===== src/rtl/bus_rr_arbiter_pkg.sv =====
`default_nettype none
// ============================================================================
// bus_arb_pkg : shared constants and state encoding for bus_rr_arbiter
// Revision 1.0 - initial release
// ============================================================================
package bus_arb_pkg;

   localparam int          BUS_W     = 32;
   localparam logic [31:0] ERR_RDATA = 32'hDEAD_BEEF;

   localparam logic [0:0]  ST_IDLE   = 1'b0;
   localparam logic [0:0]  ST_BUSY   = 1'b1;

   typedef enum logic [0:0] {
      IDLE = ST_IDLE,
      BUSY = ST_BUSY
   } arb_state_e;

endpackage
`default_nettype wire


===== src/rtl/bus_rr_arbiter_if.sv =====
`default_nettype none
// ============================================================================
// bus_rr_arbiter_if : M-master request side plus the single shared slave port
// Revision 1.0 - initial release
// ============================================================================
interface bus_rr_arbiter_if
   import bus_arb_pkg::*;
#(
   parameter int M = 4
);
   logic [M-1:0]       m_req;
   logic [M-1:0]       m_cmd;
   logic [BUS_W*M-1:0] m_addr;
   logic [BUS_W*M-1:0] m_wdata;
   logic [M-1:0]       m_ack;
   logic [BUS_W-1:0]   m_rdata;

   logic               s_req;
   logic               s_cmd;
   logic [BUS_W-1:0]   s_addr;
   logic [BUS_W-1:0]   s_wdata;
   logic               s_ack;
   logic [BUS_W-1:0]   s_rdata;

   // master: the arbiter, which masters the slave port on behalf of the winner
   modport master (
      input  m_req, m_cmd, m_addr, m_wdata, s_ack, s_rdata,
      output m_ack, m_rdata, s_req, s_cmd, s_addr, s_wdata
   );

   modport slave (
      output m_req, m_cmd, m_addr, m_wdata, s_ack, s_rdata,
      input  m_ack, m_rdata, s_req, s_cmd, s_addr, s_wdata
   );

endinterface
`default_nettype wire


===== src/rtl/bus_rr_arbiter_rr_picker.sv =====
`default_nettype none
// ============================================================================
// rr_picker : first set request at or after rr_ptr, wrapping M-1 -> 0
// Revision 1.0 - initial release
// ============================================================================
module rr_picker #(
   parameter int M  = 4,
   parameter int PW = $clog2(M)
) (
   input  logic [M-1:0]  req,
   input  logic [PW-1:0] rr_ptr,
   output logic [M-1:0]  pick,
   output logic [PW-1:0] idx,
   output logic          any
);

   int j;

   always_comb begin
      pick = '0;
      idx  = '0;
      any  = 1'b0;
      j    = 0;
      for (int k = 0; k < M; k++) begin
         // explicit wrap keeps non-power-of-two M correct
         j = int'(rr_ptr) + k;
         if (j >= M) j = j - M;
         if (!any && req[PW'(j)]) begin
            any            = 1'b1;
            pick[PW'(j)]   = 1'b1;
            idx            = PW'(j);
         end
      end
   end

endmodule
`default_nettype wire


===== src/rtl/bus_rr_arbiter.sv =====
`default_nettype none
// ============================================================================
// bus_rr_arbiter : round-robin sharing of one slave port among M masters;
// optional hung-slave watchdog enabled by defining ARB_TIMEOUT_EN.  Rev 1.0
// ============================================================================
module bus_rr_arbiter
   import bus_arb_pkg::*;
#(
   parameter int M       = 4,
   parameter int TIMEOUT = 16
) (
   input  logic             clk,
   input  logic             rst,
   bus_rr_arbiter_if.master bus,
   output logic [M-1:0]     grant,
   output logic             err
);

   localparam int PW = $clog2(M);

   logic [0:0]       state_q,   state_d;
   logic [M-1:0]     grant_q,   grant_d;
   logic [PW-1:0]    owner_q,   owner_d;
   logic [PW-1:0]    rr_ptr_q,  rr_ptr_d;
   logic             s_req_q,   s_req_d;
   logic             s_cmd_q,   s_cmd_d;
   logic [BUS_W-1:0] s_addr_q,  s_addr_d;
   logic [BUS_W-1:0] s_wdata_q, s_wdata_d;

   logic [M-1:0]     pick;
   logic [PW-1:0]    pick_idx;
   logic             pick_any;
   logic [PW-1:0]    owner_inc;
   logic             done;
   logic             timeout_hit;
   logic [BUS_W-1:0] m_addr_arr  [M];
   logic [BUS_W-1:0] m_wdata_arr [M];

`ifdef ARB_TIMEOUT_EN
   localparam int CW = $clog2(TIMEOUT + 1);
   logic [CW-1:0]    cnt_q, cnt_d;
`else
   logic             unused_timeout;
   assign unused_timeout = (TIMEOUT != 0);
`endif

   for (genvar i = 0; i < M; i++) begin : g_unpack
      assign m_addr_arr[i]  = bus.m_addr[BUS_W*i +: BUS_W];
      assign m_wdata_arr[i] = bus.m_wdata[BUS_W*i +: BUS_W];
   end

   rr_picker #(
      .M  (M),
      .PW (PW)
   ) u_picker (
      .req    (bus.m_req),
      .rr_ptr (rr_ptr_q),
      .pick   (pick),
      .idx    (pick_idx),
      .any    (pick_any)
   );

   assign owner_inc = (owner_q == PW'(M - 1)) ? '0 : owner_q + PW'(1);

   always_comb begin
      state_d     = state_q;
      grant_d     = grant_q;
      owner_d     = owner_q;
      rr_ptr_d    = rr_ptr_q;
      s_req_d     = s_req_q;
      s_cmd_d     = s_cmd_q;
      s_addr_d    = s_addr_q;
      s_wdata_d   = s_wdata_q;
      done        = 1'b0;
      timeout_hit = 1'b0;
      bus.m_ack   = '0;
      bus.m_rdata = '0;
`ifdef ARB_TIMEOUT_EN
      cnt_d       = cnt_q;
`endif
      case (state_q)
         ST_IDLE: begin
            if (pick_any) begin
               state_d   = ST_BUSY;
               grant_d   = pick;
               owner_d   = pick_idx;
               s_req_d   = 1'b1;
               s_cmd_d   = bus.m_cmd[pick_idx];
               s_addr_d  = m_addr_arr[pick_idx];
               s_wdata_d = m_wdata_arr[pick_idx];
`ifdef ARB_TIMEOUT_EN
               cnt_d     = CW'(1);
`endif
            end
         end
         ST_BUSY: begin
            // a real completion beats a watchdog expiry in the same cycle
            if (bus.s_ack) begin
               done        = 1'b1;
               bus.m_rdata = bus.s_rdata;
            end
`ifdef ARB_TIMEOUT_EN
            else if (cnt_q == CW'(TIMEOUT)) begin
               done        = 1'b1;
               timeout_hit = 1'b1;
               bus.m_rdata = ERR_RDATA;
            end else begin
               cnt_d = cnt_q + CW'(1);
            end
`endif
            if (done) begin
               bus.m_ack = grant_q;
               state_d   = ST_IDLE;
               grant_d   = '0;
               s_req_d   = 1'b0;
               rr_ptr_d  = owner_inc;
            end
         end
         default: state_d = ST_IDLE;
      endcase
   end

   always_ff @(posedge clk or negedge rst) begin
      if (!rst) begin
         state_q   <= ST_IDLE;
         grant_q   <= '0;
         owner_q   <= '0;
         rr_ptr_q  <= '0;
         s_req_q   <= 1'b0;
         s_cmd_q   <= 1'b0;
         s_addr_q  <= '0;
         s_wdata_q <= '0;
`ifdef ARB_TIMEOUT_EN
         cnt_q     <= '0;
`endif
      end else begin
         state_q   <= state_d;
         grant_q   <= grant_d;
         owner_q   <= owner_d;
         rr_ptr_q  <= rr_ptr_d;
         s_req_q   <= s_req_d;
         s_cmd_q   <= s_cmd_d;
         s_addr_q  <= s_addr_d;
         s_wdata_q <= s_wdata_d;
`ifdef ARB_TIMEOUT_EN
         cnt_q     <= cnt_d;
`endif
      end
   end

   assign grant       = grant_q;
   assign err         = timeout_hit;
   assign bus.s_req   = s_req_q;
   assign bus.s_cmd   = s_cmd_q;
   assign bus.s_addr  = s_addr_q;
   assign bus.s_wdata = s_wdata_q;

endmodule
`default_nettype wire


===== src/flat_wrapper.sv =====
// flat-port wrapper written by rule: the top's interface ports become plain ports
module bus_rr_arbiter_flat import bus_arb_pkg::*;
#(
   parameter int M       = 4,
   parameter int TIMEOUT = 16
)
  (clk, rst, grant, err, bus_m_req, bus_m_cmd, bus_m_addr, bus_m_wdata, bus_s_ack, bus_s_rdata, bus_m_ack, bus_m_rdata, bus_s_req, bus_s_cmd, bus_s_addr, bus_s_wdata);
  bus_rr_arbiter_if #(.M(M)) bus_i ();
  input  logic clk;
  input  logic rst;
  output logic [M-1:0] grant;
  output logic err;
  input wire logic [$bits(bus_i.m_req)-1:0] bus_m_req;
  input wire logic [$bits(bus_i.m_cmd)-1:0] bus_m_cmd;
  input wire logic [$bits(bus_i.m_addr)-1:0] bus_m_addr;
  input wire logic [$bits(bus_i.m_wdata)-1:0] bus_m_wdata;
  input wire logic [$bits(bus_i.s_ack)-1:0] bus_s_ack;
  input wire logic [$bits(bus_i.s_rdata)-1:0] bus_s_rdata;
  output wire logic [$bits(bus_i.m_ack)-1:0] bus_m_ack;
  output wire logic [$bits(bus_i.m_rdata)-1:0] bus_m_rdata;
  output wire logic [$bits(bus_i.s_req)-1:0] bus_s_req;
  output wire logic [$bits(bus_i.s_cmd)-1:0] bus_s_cmd;
  output wire logic [$bits(bus_i.s_addr)-1:0] bus_s_addr;
  output wire logic [$bits(bus_i.s_wdata)-1:0] bus_s_wdata;
  assign bus_i.m_req = bus_m_req;
  assign bus_i.m_cmd = bus_m_cmd;
  assign bus_i.m_addr = bus_m_addr;
  assign bus_i.m_wdata = bus_m_wdata;
  assign bus_i.s_ack = bus_s_ack;
  assign bus_i.s_rdata = bus_s_rdata;
  assign bus_m_ack = bus_i.m_ack;
  assign bus_m_rdata = bus_i.m_rdata;
  assign bus_s_req = bus_i.s_req;
  assign bus_s_cmd = bus_i.s_cmd;
  assign bus_s_addr = bus_i.s_addr;
  assign bus_s_wdata = bus_i.s_wdata;
  bus_rr_arbiter #(.M(M), .TIMEOUT(TIMEOUT)) u_core (.clk(clk), .rst(rst), .bus(bus_i), .grant(grant), .err(err));
endmodule

===== config.mk =====
export PLATFORM = sky130hd
export DESIGN_NAME = bus_rr_arbiter_flat
export DESIGN_NICKNAME = d
export VERILOG_FILES = /design/src/rtl/bus_rr_arbiter_pkg.sv /design/src/rtl/bus_rr_arbiter_if.sv /design/src/rtl/bus_rr_arbiter_rr_picker.sv /design/src/rtl/bus_rr_arbiter.sv /design/src/flat_wrapper.sv
export SDC_FILE = /design/constraint.sdc
export NUM_CORES = 1
export LEC_CHECK = 0
export BUFFER_PORTS_ARGS = -buffer_cell sky130_fd_sc_hd__buf_2
export CORE_AREA = 2 2 158 160
export CTS_CLUSTER_DIAMETER = 100
export DETAILED_ROUTE_END_ITERATION = 10
export DIE_AREA = 0 0 160 162
export MAX_ROUTING_LAYER = met4
export PLACE_DENSITY_LB_ADDON = 0.25
export SETUP_SLACK_MARGIN = 0.2
export SYNTH_ARGS = -nofsm -noshare
export SYNTH_HDL_FRONTEND = slang
export SYNTH_SLANG_ARGS = --single-unit
export TNS_END_PERCENT = 100

===== constraint.sdc =====
create_clock -name clk -period 4.3 [get_ports clk]
set_clock_uncertainty 0.2 [all_clocks]
set_input_delay 0.86 -clock clk [delete_from_list [all_inputs] [get_ports clk]]
set_output_delay 0.86 -clock clk [all_outputs]
set_load 0.01 [all_outputs]

# ---- After elaboration in Yosys (flattened, before gate mapping)
# Index checks and enable logic that the tools add are counted.
dict set report word_totals {
  regBits 75
  in_bits 299
  output_inout_bits 107
  wordCells 111
}
dict set report op_classes {
  n_addsub 8
  n_lt_le_gt_ge 14
  eq_ne 3
  muxes 60
  bitwise 5
  reduce_logical 13
}
# operator n
set ops {}
lappend ops {{32-bit 2-to-1 mux} 6}
lappend ops {{32-bit binary-select mux with 2-bit select} 2}
lappend ops {{4-bit 2-to-1 mux} 8}
lappend ops {{1-bit 2-to-1 mux} 23}
lappend ops {{2-bit 2-to-1 mux} 9}
lappend ops {{2-bit by 4-bit less-than comparator with 1-bit output (second input constant)} 4}
lappend ops {{3-bit greater-or-equal comparator (second input constant)} 4}
lappend ops {{4-bit OR} 3}
lappend ops {{1-bit binary-select mux with 2-bit select} 5}
lappend ops {{1-bit demux with 2-bit select} 4}
lappend ops {{2-bit by 1-bit greater-or-equal comparator with 1-bit output (second input constant)} 4}
lappend ops {{4-bit case mux with 2 select lines} 1}
lappend ops {{2-bit by 1-bit subtractor with 2-bit output (second input constant)} 4}
lappend ops {{1-bit logical AND} 7}
lappend ops {{2-bit by 2-bit adder with 3-bit output (second input constant)} 2}
lappend ops {{2-bit AND reduction} 3}
lappend ops {{1-bit case mux with 2 select lines} 2}
lappend ops {{2-bit by 1-bit adder with 3-bit output (second input constant)} 1}
lappend ops {{2-bit by 3-bit greater-or-equal comparator with 1-bit output (second input constant)} 1}
lappend ops {{1-bit zero test} 3}
lappend ops {{2-bit by 3-bit less-than comparator with 1-bit output (second input constant)} 1}
lappend ops {{2-bit inverter with 3-bit output} 1}
lappend ops {{2-bit by 1-bit adder with 2-bit output (second input constant)} 1}
lappend ops {{2-bit == test (second input constant)} 1}
lappend ops {{other kinds (3)} 3}

# ---- Depth between registers and ports, before layout
# Gate-level depths: netlist (run 1).
dict set report logic_depth {
  ltp_word 19
  mapped_depth 12
  ltp_nobuf 8
}

# ---- Cells and area by module
# A second synthesis (run 1) with hierarchy kept.
dict set report hier_totals {
  cells_unflattened 353
  hier_area_um2 5111.2
}
# mod n_inst cells_each area_per_inst_um2 seq_area_each_um2
set by_module_without_submodules {}
lappend by_module_without_submodules {bus_rr_arbiter 1 290 4610.7 1876.8}
lappend by_module_without_submodules {rr_picker 1 63 500.5 0.0}

# ---- Least setup slack after synthesis (run 1)
# OpenSTA, ideal clock, no wires.
dict set report synth_path {
  path_type {flip-flop to flip-flop}
  start {reg u_core.rr_ptr_q[1]}
  end {reg u_core.s_addr_q[0], in the netlist u_core.bus.s_addr[0]}
  setup_time_ns 0.123
  t_arrival_ns 2.867
  required_time_ns 3.977
  setup_slack_ns 1.110
  path_stages_with_launch 13
  path_buffers 4
  synth_period_minus_slack_ns 3.190
  cell_sequence {dfrtp_1 -> buf_2 -> inv_1 -> ha_1 -> clkbuf_1 -> mux4_2 -> nor2b_4 -> buf_6 -> o21a_1 -> buf_6 -> a21oi_4 -> mux2_2 -> o221a_2}
}
dict set report synth_via {
  elab_chain_len 19
  elab_cells_between_ends 46
  classes_between {7 x add/sub; 4 x order compare; 27 x mux; 1 x bitwise; 7 x reduce/logical}
}
# element line
set synth_lines {}
lappend synth_lines {{start, declared} bus_rr_arbiter.sv:24} ;# logic [PW-1:0] rr_ptr_q, rr_ptr_d;
lappend synth_lines {{start signal, assigned} bus_rr_arbiter.sv:140} ;# rr_ptr_q <= rr_ptr_d;
lappend synth_lines {{parallel branches: the longest is 19 deep, another holds 2-bit by 1-bit adder with 3-bit output} n/a}
lappend synth_lines {{end signal, assigned} bus_rr_arbiter.sv:143} ;# s_addr_q <= s_addr_d;
lappend synth_lines {{end, declared} bus_rr_arbiter.sv:27} ;# logic [BUS_W-1:0] s_addr_q, s_addr_d;
# Several ways; the timed one is not identified. The select of a mux whose other input is x is not followed.
# A chain may end at the register's enable or synchronous reset.

# ---- Final worst setup path (run 1)
dict set report layout_path {
  start {reg u_core.rr_ptr_q[0]}
  end {reg u_core.s_wdata_q[12], in the netlist u_core.bus.s_wdata[12]}
}
dict set report layout_via {
  elab_chain_len 19
  elab_cells_between_ends 46
  classes_between {7 x add/sub; 4 x order compare; 27 x mux; 1 x bitwise; 7 x reduce/logical}
}
# element line
set layout_lines {}
lappend layout_lines {{parallel branches: the longest is 19 deep, another holds 2-bit by 1-bit adder with 3-bit output} n/a}
lappend layout_lines {{end signal, assigned} bus_rr_arbiter.sv:144} ;# s_wdata_q <= s_wdata_d;
lappend layout_lines {{end, declared} bus_rr_arbiter.sv:28} ;# logic [BUS_W-1:0] s_wdata_q, s_wdata_d;
# Several ways; the timed one is not identified. The select of a mux whose other input is x is not followed.

==> results of run 1 <==
==> cells in the mapped netlist, types with 5 or more instances <==
library cell  number  area [sq um]
mux2_2             9           101
buf_2             17          85.1
and3_1            96           601
o221a_2            5          56.3
a211oi_1          89           668
nand3_1            7          35.0
ha_1               9           113
a21oi_1          126           631
o2111ai_1          5          43.8
o21ai_0            8          40.0
nor3_1             5          25.0
mux2i_1           65           651
a211oi_2          31           388
a31oi_1           11          68.8
dfrtp_1           75          1880
buf_6              9           101
nor2_1           128           480
nand2_1           17          63.8
a22oi_1            5          37.5
nor3b_1            7          52.6
clkbuf_1          52           195
==> cell families (layout without fill, tap and decap cells) <==
family / Yosys count / in the layout / share of synthesized area (%)
compound gates: 293 / 293 / 30.6
simple gates: 276 / 276 / 20.6
buf+inv: 90 / 447 / 6.57
mux: 78 / 78 / 12.5
flops: 75 / 75 / 27.9
fa+ha+maj: 9 / 9 / 1.68
other cells: 1 / 4 / 0.0558
==> flip-flops by register name, summed over array words and instances (netlist names) <==
| register | cells |
|---|---|
| u_core.owner_q | 2 |
| u_core.bus.s_addr | 32 |
| u_core.bus.s_cmd | 1 |
| u_core.bus.s_req | 1 |
| u_core.bus.s_wdata | 32 |
| u_core.state_q | 1 |
| u_core.rr_ptr_q | 2 |
| u_core.grant | 4 |
==> power groups by stage <==
stage / clock (mW) / combinational [mW] / sequential, mW
6_report: 0.854 / 4.13 / 1.27
5_1_grt: 0.910 / 4.48 / 1.31
4_1_cts: 0.879 / 4.13 / 1.27
3_5_place_dp: 0 / 4.13 / 1.27
3_3_place_gp: 0 / 4.11 / 1.27
2_1_floorplan: 0 / 2.65 / 1.40
==> how the worst max path moves through the flow <==
stage / end / startpoint / slack, ns
after floorplan: u_core.bus.s_addr[0] / u_core.rr_ptr_q[1] / 1.11
after global placement: u_core.bus.s_wdata[5] / bus_m_req[1] / 0.58
after detailed placement: u_core.bus.s_addr[24] / bus_m_req[1] / 0.53
after CTS: u_core.bus.s_addr[24] / u_core.rr_ptr_q[0] / 0.78
after global routing: u_core.bus.s_addr[3] / u_core.rr_ptr_q[0] / 0.55
final: u_core.bus.s_wdata[12] / u_core.rr_ptr_q[0] / 0.73
==> layout make-up <==
class                      instances  area [sq um]  area share [%]
sequential                        75          1880            20.1
inverter                           4          15.0           0.161
timing repair buffer             427          2280            24.5
clock inverter                     6          90.1           0.964
antenna                            3          7.51          0.0804
tap                              324           405            4.34
multi-input combinational        657          4430            47.4
clock buffer                      10           229            2.45
==> routing by layer <==
| metal | vias to the layer above | wire (um) | global-route usage [%] |
|---|---|---|---|
| met2 | 366 | 14400 | 37.4 |
| met4 | 0 | 644 | 6.96 |
| met1 | 3801 | 13200 | 29.4 |
| met5 | - | 0 | - |
| li1 | 3782 | - | - |
| met3 | 45 | 1890 | 3.55 |
==> critical path: cells and delay by family, from the launching register on <==
kind,cells,cell delay (ns)
compound gates,3,1.09
mux,1,0.40
flops,1,0.49
simple gates,2,0.41
buf+inv,2,0.80
==> stage by stage <==
| step | instance area, sq um | instances | util [%] | power (mW) |
|---|---|---|---|---|
| CTS | 9340 | 1503 | 38.7 | 6.28 |
| detailed placement | 9020 | 1487 | 37.4 | 5.40 |
| floorplan | 6720 | 822 | - | 4.05 |
| global placement | 9020 | 1487 | 37.4 | 5.38 |
| global route | 9340 | 1506 | 38.8 | 6.70 |
| finish | 9340 | 1506 | 38.8 | 6.26 |
==> impl_metrics.py, run 1 <==
metrics = {
    "setup_path": {
        "crit_slowest_cell": "o21ai_4",
        "rr_startpoint": "u_core.rr_ptr_q[0]",
        "worst-r2r-cell-count": 8,
        "crit_fanout": 36,
        "worstPathRequired_ns": 4.32,
        "r2r_slack_ns": 0.73,
        "cp_slowest_stage_delay_ns": 0.72,
        "start_kind": "register",
        "arrival_ns": 3.59,
        "worst-setup-path-type": "register to register",
        "worstPathCellList": "buf_4 -> mux4_2 -> nor2b_4 -> o21ai_4 -> nand2_2 -> buf_12 -> a211oi_1 -> a211oi_2",
        "endpoint_kind": "register",
        "r2r_end": "u_core.bus.s_wdata[12]",
    },
    "clock_network": {
        "cts-root-buf": "clkbuf_16",
        "cts.sinks": 75,
        "clock_latency_ns": 0.34,
        "cts_buffers": 9,
        "post_cts_buffers": 0,
        "cts_max_path_buffers": 2,
        "postCtsHoldBufs": 0,
        "htreeDepth": 3,
        "path_clk_slew_ns": 0.07,
        "cts_tree": "yes",
        "cts_resized": 0,
    },
    "yosys": {
        "syn_nets": 1130,
        "ys_seq_area_share_pct": 27.9,
        "synth_edf_count": 0,
        "syn_area_sq_um": 6720,
        "syn_inst": 822,
        "ys.flop_type": "dfrtp_1",
        "avgSynthCellArea_sq_um": 8.18,
        "synth-warning-count": 0,
        "ys_seq_elements": 75,
        "synth_cell_types": 46,
        "synthArstFlopShare_pct": 100,
    },
    "timing": {
        "min_period_ns": 3.57,
        "grt_setup_unrepaired": "no",
        "final-hold-violation-count": 0,
        "tightest_slew_ns": 1.01,
        "max_slew_margin_pct": 32.4,
        "setup_ws_ns": 0.732,
        "setup_tns_ns": 0,
        "fmax_ghz": 0.280,
        "setup_viol": 0,
        "drv_slew": 0,
        "min_period_over_period_pct": 83.0,
        "holdWs_ns": 0.280,
    },
    "pwr": {
        "ir_drop_uv": 319,
        "pwr-share-comb_pct": 66.1,
        "clockPowerShare_pct": 13.6,
        "swShare_pct": 48.6,
        "p_seq_share_pct": 20.3,
        "p_leak_nw": 4.56,
        "power.density_nw_per_um2": 670,
        "power.net_switching_mw": 3.04,
        "p_int_mw": 3.22,
    },
    "placement": {
        "io_buffers": 404,
        "dpl.hpwl_um": 21400,
        "place_worst_setup_slack_ns": 0.529,
        "place_congestion": 0.845,
    },
    "die": {
        "dieArea_sq_um": 25900,
        "ios": 406,
        "die_x_um": 160,
        "coreArea_sq_um": 24100,
        "rows": 57,
        "die_y_um": 162,
        "start_util_pct": 27.9,
    },
    "global_routing": {
        "first_global_vias": 7843,
        "grt_pass1_wl_um": 45100,
        "grt_max_degree": 61,
        "antenna_found_initial": 3,
        "globalRouteTotalUtil_pct": 22.9,
        "grt.overflow.total": 0,
    },
    "finish": {
        "layout_commonest_cell": "buf_2",
        "final_cell_mix": "403 x buf_2, 127 x nor2_1, 126 x a21oi_1",
        "drive_gt1_share_pct": 43.0,
        "synthToLayoutAreaGrowth_pct": 39.0,
        "num-fill-cells": 2602,
        "fin_nets": 1482,
    },
    "min_path": {
        "min_to": "u_core.owner_q[1]",
        "min_from": "u_core.owner_q[1]",
        "hold_path_class": "register to register",
        "min_path_cells": 2,
    },
    "run": {
        "cap_violations": 0,
    },
    "detailed_routing": {
        "num_vias": 7994,
        "drt-pass1-iter-count": 6,
        "ant_nets": 0,
        "drt_iter0_drc": 607,
        "via_per_inst": 5.31,
        "wl_per_cell_um": 20.0,
        "drc_errors": 0,
        "wirelength_um": 30200,
    },
    "status": {
        "status": "completed",
    },
}
Note: power is estimated with default switching activity, not from simulation.
==> inputs of run 2 (changes only) <==
==> constraint.sdc (replaced) <==
create_clock -name clk -period 3 [get_ports clk]
set_clock_uncertainty 0.2 [all_clocks]
set_input_delay 0.6 -clock clk [delete_from_list [all_inputs] [get_ports clk]]
set_output_delay 0.6 -clock clk [all_outputs]
set_load 0.01 [all_outputs]
==> impl_metrics.py, run 2 (same netlist as run 1, synthesis figures left out) <==
metrics = {
    "status": {
        "status": "completed",
    },
    "die": {
        "dieArea_sq_um": 25900,
        "coreArea_sq_um": 24100,
        "start_util_pct": 27.9,
        "die_y_um": 162,
        "rows": 57,
        "ios": 406,
        "die_x_um": 160,
    },
    "setup_path": {
        "worst-r2r-cell-count": 8,
        "endpoint_kind": "register",
        "worstPathRequired_ns": 3.03,
        "rr_startpoint": "u_core.rr_ptr_q[0]",
        "crit_fanout": 8,
        "r2r_slack_ns": 0.24,
        "arrival_ns": 2.80,
        "r2r_end": "u_core.bus.s_cmd",
        "worst-setup-path-type": "register to register",
        "start_kind": "register",
    },
    "clock_network": {
        "cts_max_path_buffers": 2,
        "clock_latency_ns": 0.34,
        "cts_tree": "yes",
        "path_clk_slew_ns": 0.06,
        "cts_buffers": 9,
        "htreeDepth": 3,
        "postCtsHoldBufs": 0,
        "cts-root-buf": "clkbuf_16",
        "cts.sinks": 75,
    },
    "placement": {
        "place_area_sq_um": 9190,
        "io_buffers": 404,
        "place_congestion": 0.852,
        "dpl.hpwl_um": 21000,
        "place_worst_setup_slack_ns": 0.0344,
        "place_inst": 1498,
    },
    "timing": {
        "min_period_ns": 2.76,
        "setup_tns_ns": 0,
        "grt_setup_unrepaired": "yes",
        "max_slew_margin_pct": 51.9,
        "tightest_slew_ns": 0.722,
        "holdWs_ns": 0.0178,
        "drv_slew": 0,
        "fmax_ghz": 0.362,
        "setup_viol": 0,
        "final-hold-violation-count": 0,
        "setup_ws_ns": 0.236,
        "min_period_over_period_pct": 92.1,
    },
    "detailed_routing": {
        "num_vias": 8237,
        "drt_iter0_drc": 835,
        "via_per_inst": 5.36,
        "ant_nets": 0,
        "wirelength_um": 31400,
        "drc_errors": 0,
        "drt-pass1-iter-count": 5,
        "wl_per_cell_um": 20.4,
    },
    "pwr": {
        "total_power_mw": 10.4,
        "ir_drop_uv": 607,
        "power.density_nw_per_um2": 1020,
        "p_leak_nw": 4.85,
    },
    "finish": {
        "fin_area_sq_um": 10200,
        "layout_commonest_cell": "buf_2",
        "fin_nets": 1512,
        "drive_gt1_share_pct": 50.1,
        "num-fill-cells": 2480,
        "synthToLayoutAreaGrowth_pct": 52.3,
        "stdcell_count": 1537,
        "final_cell_mix": "403 x buf_2, 106 x a21oi_1, 104 x nor2_1",
        "final_util_pct": 42.5,
    },
    "global_routing": {
        "grt_max_degree": 51,
        "grt.overflow.total": 0,
        "first_global_vias": 7938,
        "antenna_found_initial": 2,
        "globalRouteTotalUtil_pct": 22.5,
        "grt_pass1_wl_um": 45000,
    },
    "min_path": {
        "hold_path_class": "primary input to async pin",
    },
    "run": {
        "cap_violations": 0,
    },
}
==> run 2: changes by cell type in the layout (fill, tap and decap cells not counted), sizes merged <==
cell,delta
o21a,+1
diode,+1
clkbuf,+8
buf,+22
clkinvlp,+1
clkinv,-2
==> run 2: final cells by class <==
type | instances | area (sq um) | share of cell area, %
Multi-Input combinational cell | 658 | 4870 | 47.5
Timing Repair Buffer | 456 | 2730 | 26.6
Sequential cell | 75 | 1880 | 18.4
Tap cell | 324 | 405 | 3.96
Clock buffer | 11 | 243 | 2.37
Clock inverter | 5 | 85.1 | 0.831
Inverter | 4 | 18.8 | 0.183
Antenna cell | 4 | 10.0 | 0.0978
==> run 2: how the worst max path moves through the flow <==
stage | startpoint | end | slack, ns
floorplan | u_core.rr_ptr_q[0] | u_core.bus.s_addr[0] | -0.07
global placement | bus_m_req[1] | u_core.bus.s_addr[8] | 0.06
detailed placement | bus_m_req[1] | u_core.bus.s_addr[28] | 0.03
CTS | u_core.rr_ptr_q[0] | u_core.bus.s_cmd | 0.21
global route | u_core.rr_ptr_q[0] | u_core.bus.s_cmd | 0.15
finish | u_core.rr_ptr_q[0] | u_core.bus.s_cmd | 0.24
==> run 2: worst max-delay path: stages, from the launching register on <==
cell,delay [ns]
dfrtp_4,0.46
clkinvlp_4,0.12
ha_4,0.32
mux4_2,0.29
nor2b_4,0.17
o21a_4,0.24
a21oi_4,0.27
mux2_2,0.38
o221a_2,0.22
==> run 2: routing by layer <==
metal | vias up | GRT usage (%) | share of wire [%]
met1 | 3980 | 29.0 | 44
met4 | 0 | 7.13 | 2.2
met3 | 43 | 3.78 | 6.2
met5 | - | - | 0
li1 | 3846 | - | -
met2 | 368 | 36.1 | 47
==> run 2: power by group <==
part | internal, mW | total, mW | switching [mW]
Sequential | 1.51 | 1.81 | 0.295
Clock | 0.758 | 1.24 | 0.484
Combinational | 3.16 | 7.36 | 4.20
Total | 5.43 | 10.4 | 4.98
==> run 2: what timing repair did <==
| action | 4_1_cts | 5_1_grt |
|---|---|---|
| pin swaps | 0 | 39 |
| cloned | 0 | 10 |
| gates resized for setup | 1 | 103 |
| buffers inserted | 2 | 7 |
| hold endpoints to repair | 0 | 0 |
| setup endpoints to repair | 13 | 49 |
==> inputs of run 3 (changes only) <==
--- a/config.mk
+++ b/config.mk
@@ -6,14 +6,15 @@
 export NUM_CORES = 1
 export LEC_CHECK = 0
 export BUFFER_PORTS_ARGS = -buffer_cell sky130_fd_sc_hd__buf_2
-export CORE_AREA = 2 2 158 160
+export CORE_AREA = 2 2 159 161
 export CTS_CLUSTER_DIAMETER = 100
 export DETAILED_ROUTE_END_ITERATION = 10
-export DIE_AREA = 0 0 160 162
+export DIE_AREA = 0 0 161 163
 export MAX_ROUTING_LAYER = met4
 export PLACE_DENSITY_LB_ADDON = 0.25
 export SETUP_SLACK_MARGIN = 0.2
 export SYNTH_ARGS = -nofsm -noshare
 export SYNTH_HDL_FRONTEND = slang
+export SYNTH_HIERARCHICAL = 1
 export SYNTH_SLANG_ARGS = --single-unit
 export TNS_END_PERCENT = 100
==> impl_metrics.py, run 3 <==
metrics = {
    "global_routing": {
        "grt_max_degree": 42,
        "first_global_vias": 5196,
        "grt_pass1_wl_um": 28300,
        "grt.overflow.total": 0,
        "antenna_found_initial": 0,
        "globalRouteTotalUtil_pct": 14.3,
    },
    "yosys": {
        "synth_edf_count": 0,
        "netlist.area_leader.share_pct": 36.7,
        "ys.flop_type": "dfrtp_1",
        "synth-warning-count": 6,
        "yosys-top-cells-count": "75 x dfrtp_1, 69 x mux2_2, 69 x mux4_2",
        "ys_seq_area_share_pct": 36.7,
        "yosysMostFrequentCell": "dfrtp_1",
        "ys_seq_elements": 75,
        "synth_cell_types": 30,
        "synth_top_area_cell": "dfrtp_1",
        "syn_inst": 353,
        "syn_area_sq_um": 5110,
        "synthTopCellsByArea": "dfrtp_1 37%, mux4_2 30%, mux2_2 15%",
        "syn_nets": 661,
        "avgSynthCellArea_sq_um": 14.5,
        "synthArstFlopShare_pct": 100,
    },
    "pwr": {
        "clockPowerShare_pct": 10.3,
        "power.net_switching_mw": 4.03,
        "pwr-share-comb_pct": 72.1,
        "total_power_mw": 10.9,
        "ir_drop_uv": 416,
        "p_seq_share_pct": 17.6,
        "swShare_pct": 37.1,
        "p_int_mw": 6.85,
        "p_leak_nw": 4.24,
        "power.density_nw_per_um2": 1290,
    },
    "die": {
        "rows": 58,
        "ios": 406,
        "coreArea_sq_um": 24700,
        "die_y_um": 163,
        "die_x_um": 161,
        "start_util_pct": 20.7,
        "dieArea_sq_um": 26200,
    },
    "clock_network": {
        "cts_buffers": 9,
        "cts.sinks": 75,
        "cts_tree": "yes",
        "cts_max_path_buffers": 2,
        "cts-root-buf": "clkbuf_16",
        "clock_latency_ns": 0.33,
        "path_clk_slew_ns": 0.07,
        "htreeDepth": 3,
    },
    "timing": {
        "max_slew_margin_pct": 35.6,
        "drv_slew": 0,
        "setup_ws_ns": -0.0523,
        "grt_setup_unrepaired": "yes",
        "final-hold-violation-count": 0,
        "fmax_ghz": 0.328,
        "min_period_over_period_pct": 102,
        "tightest_slew_ns": 0.967,
        "setup_viol": 37,
        "min_period_ns": 3.05,
    },
    "finish": {
        "fin_nets": 1091,
        "fin_area_sq_um": 8450,
        "final_cell_mix": "403 x buf_2, 74 x dfrtp_1, 69 x mux4_2",
        "final_util_pct": 34.2,
        "layout_commonest_cell": "buf_2",
        "num-fill-cells": 2507,
        "antenna_cells": 0,
        "drive_gt1_share_pct": 78.6,
        "synthToLayoutAreaGrowth_pct": 65.3,
    },
    "setup_path": {
        "worstPathCellList": "inv_4 -> ha_4 -> mux4_2 -> nor2b_2 -> o21ai_2 -> o31ai_4 -> buf_6 -> buf_12 -> buf_12 -> mux4_2 -> mux2_4",
        "start_kind": "register",
        "cp_slowest_stage_delay_ns": 0.52,
        "arrival_ns": 3.08,
        "cp_top_family": "multiplexers",
        "crit_buf_inv": 4,
        "crit_slowest_cell": "mux4_2",
        "worstPathRequired_ns": 3.02,
        "worst-setup-path-type": "register to register",
        "endpoint_kind": "register",
        "crit_fanout": 8,
    },
    "placement": {
        "place_area_sq_um": 7770,
        "place_worst_setup_slack_ns": -0.245,
        "place_congestion": 0.793,
        "io_buffers": 404,
        "dpl.hpwl_um": 14600,
    },
    "detailed_routing": {
        "drt-pass1-iter-count": 4,
        "drt_iter0_drc": 199,
        "ant_nets": 0,
        "wirelength_um": 19500,
        "via_per_inst": 4.46,
        "drc_errors": 0,
        "wl_per_cell_um": 17.4,
        "num_vias": 4982,
    },
    "run": {
        "cap_violations": 0,
    },
    "min_path": {
        "hold_path_class": "register to register",
    },
    "status": {
        "violations": "negative setup slack",
        "status": "finished with violations",
    },
}
-- run 3: routing by layer --
metal / up-vias / track usage [%] / share of wire [%]
met2: 268 / 25.4 / 51
met1: 2420 / 16.3 / 40
met4: 0 / 4.30 / 1.4
li1: 2277 / - / -
met5: - / - / 0
met3: 17 / 3.08 / 7.3
-- run 3: worst reg2reg max path: stages, from the launching register on --
cell and delay (ns):
dfrtp_2 0.47, inv_4 0.06, ha_4 0.29, mux4_2 0.35, nor2b_2 0.18, o21ai_2 0.08
o31ai_4 0.07, buf_6 0.15, buf_12 0.15, buf_12 0.16, mux4_2 0.52, mux2_4 0.27
-- run 3: worst paths after layout --
| kind | start | to | slack [ns] | cells past startpoint |
|---|---|---|---|---|
| worst max-delay path | u_core/rr_ptr_q[0] | u_core/bus.s_addr[11] | -0.05 | 11 |
| worst min-delay path | u_core/bus.s_req | u_core/bus.s_req | 0.30 | 1 |
| worst max register to register | u_core/rr_ptr_q[0] | u_core/bus.s_addr[11] | -0.05 | 11 |
| worst min register to register | u_core/bus.s_req | u_core/bus.s_req | 0.30 | 1 |
| max in group asynchronous | rst | u_core/bus.s_addr[11] | 1.48 | 3 |
| min in group asynchronous | rst | u_core/bus.s_wdata[19] | 0.51 | 2 |
-- run 3: timing repair --
action / 4_1_cts / 5_1_grt
pin swaps: 1 / 3
buffers inserted: 9 / 3
hold buffers: 1 / 0
hold endpoints to repair: 19 / 0
resized for setup: 29 / 5
endpoints found under the setup margin: 65 / 65
cloned: 2 / 4
-- run 3: power by group through the flow --
stage | clock (mW) | combinational, mW | sequential (mW)
floorplan | 0 | 4.56 | 2.10
global placement | 0 | 6.79 | 1.92
detailed placement | 0 | 6.79 | 1.94
CTS | 1.18 | 7.52 | 1.92
global route | 1.22 | 8.38 | 2.00
finish | 1.12 | 7.84 | 1.92
-- run 3: cells by family after synthesis --
group | synth area share, %
mux | 46.4
flops | 36.7
simple gates | 7.44
buf+inv | 4.21
compound gates | 2.96
fa+ha+maj | 2.20
other cells | 0.0734
-- run 3: cell type report --
| type | instances | area (sq um) | area share [%] |
|---|---|---|---|
| Inverter | 3 | 13.8 | 0.163 |
| Clock buffer | 10 | 229 | 2.71 |
| Clock inverter | 6 | 63.8 | 0.755 |
| Timing Repair Buffer | 454 | 2660 | 31.5 |
| Multi-Input combinational cell | 240 | 3190 | 37.8 |
| Sequential cell | 75 | 1880 | 22.2 |
| Tap cell | 330 | 413 | 4.89 |
-- run 3: stage by stage --
step | setup TNS, ns | std cells | hold slack [ns]
after global placement | -13.19 | 1083 | 0.275
after global routing | -6.09 | 1118 | 0.310
after detailed placement | -13.70 | 1083 | 0.282
after floorplan | -10.88 | 353 | 0.104
after CTS | -0.290 | 1111 | 0.299
final | -0.812 | 1118 | 0.295
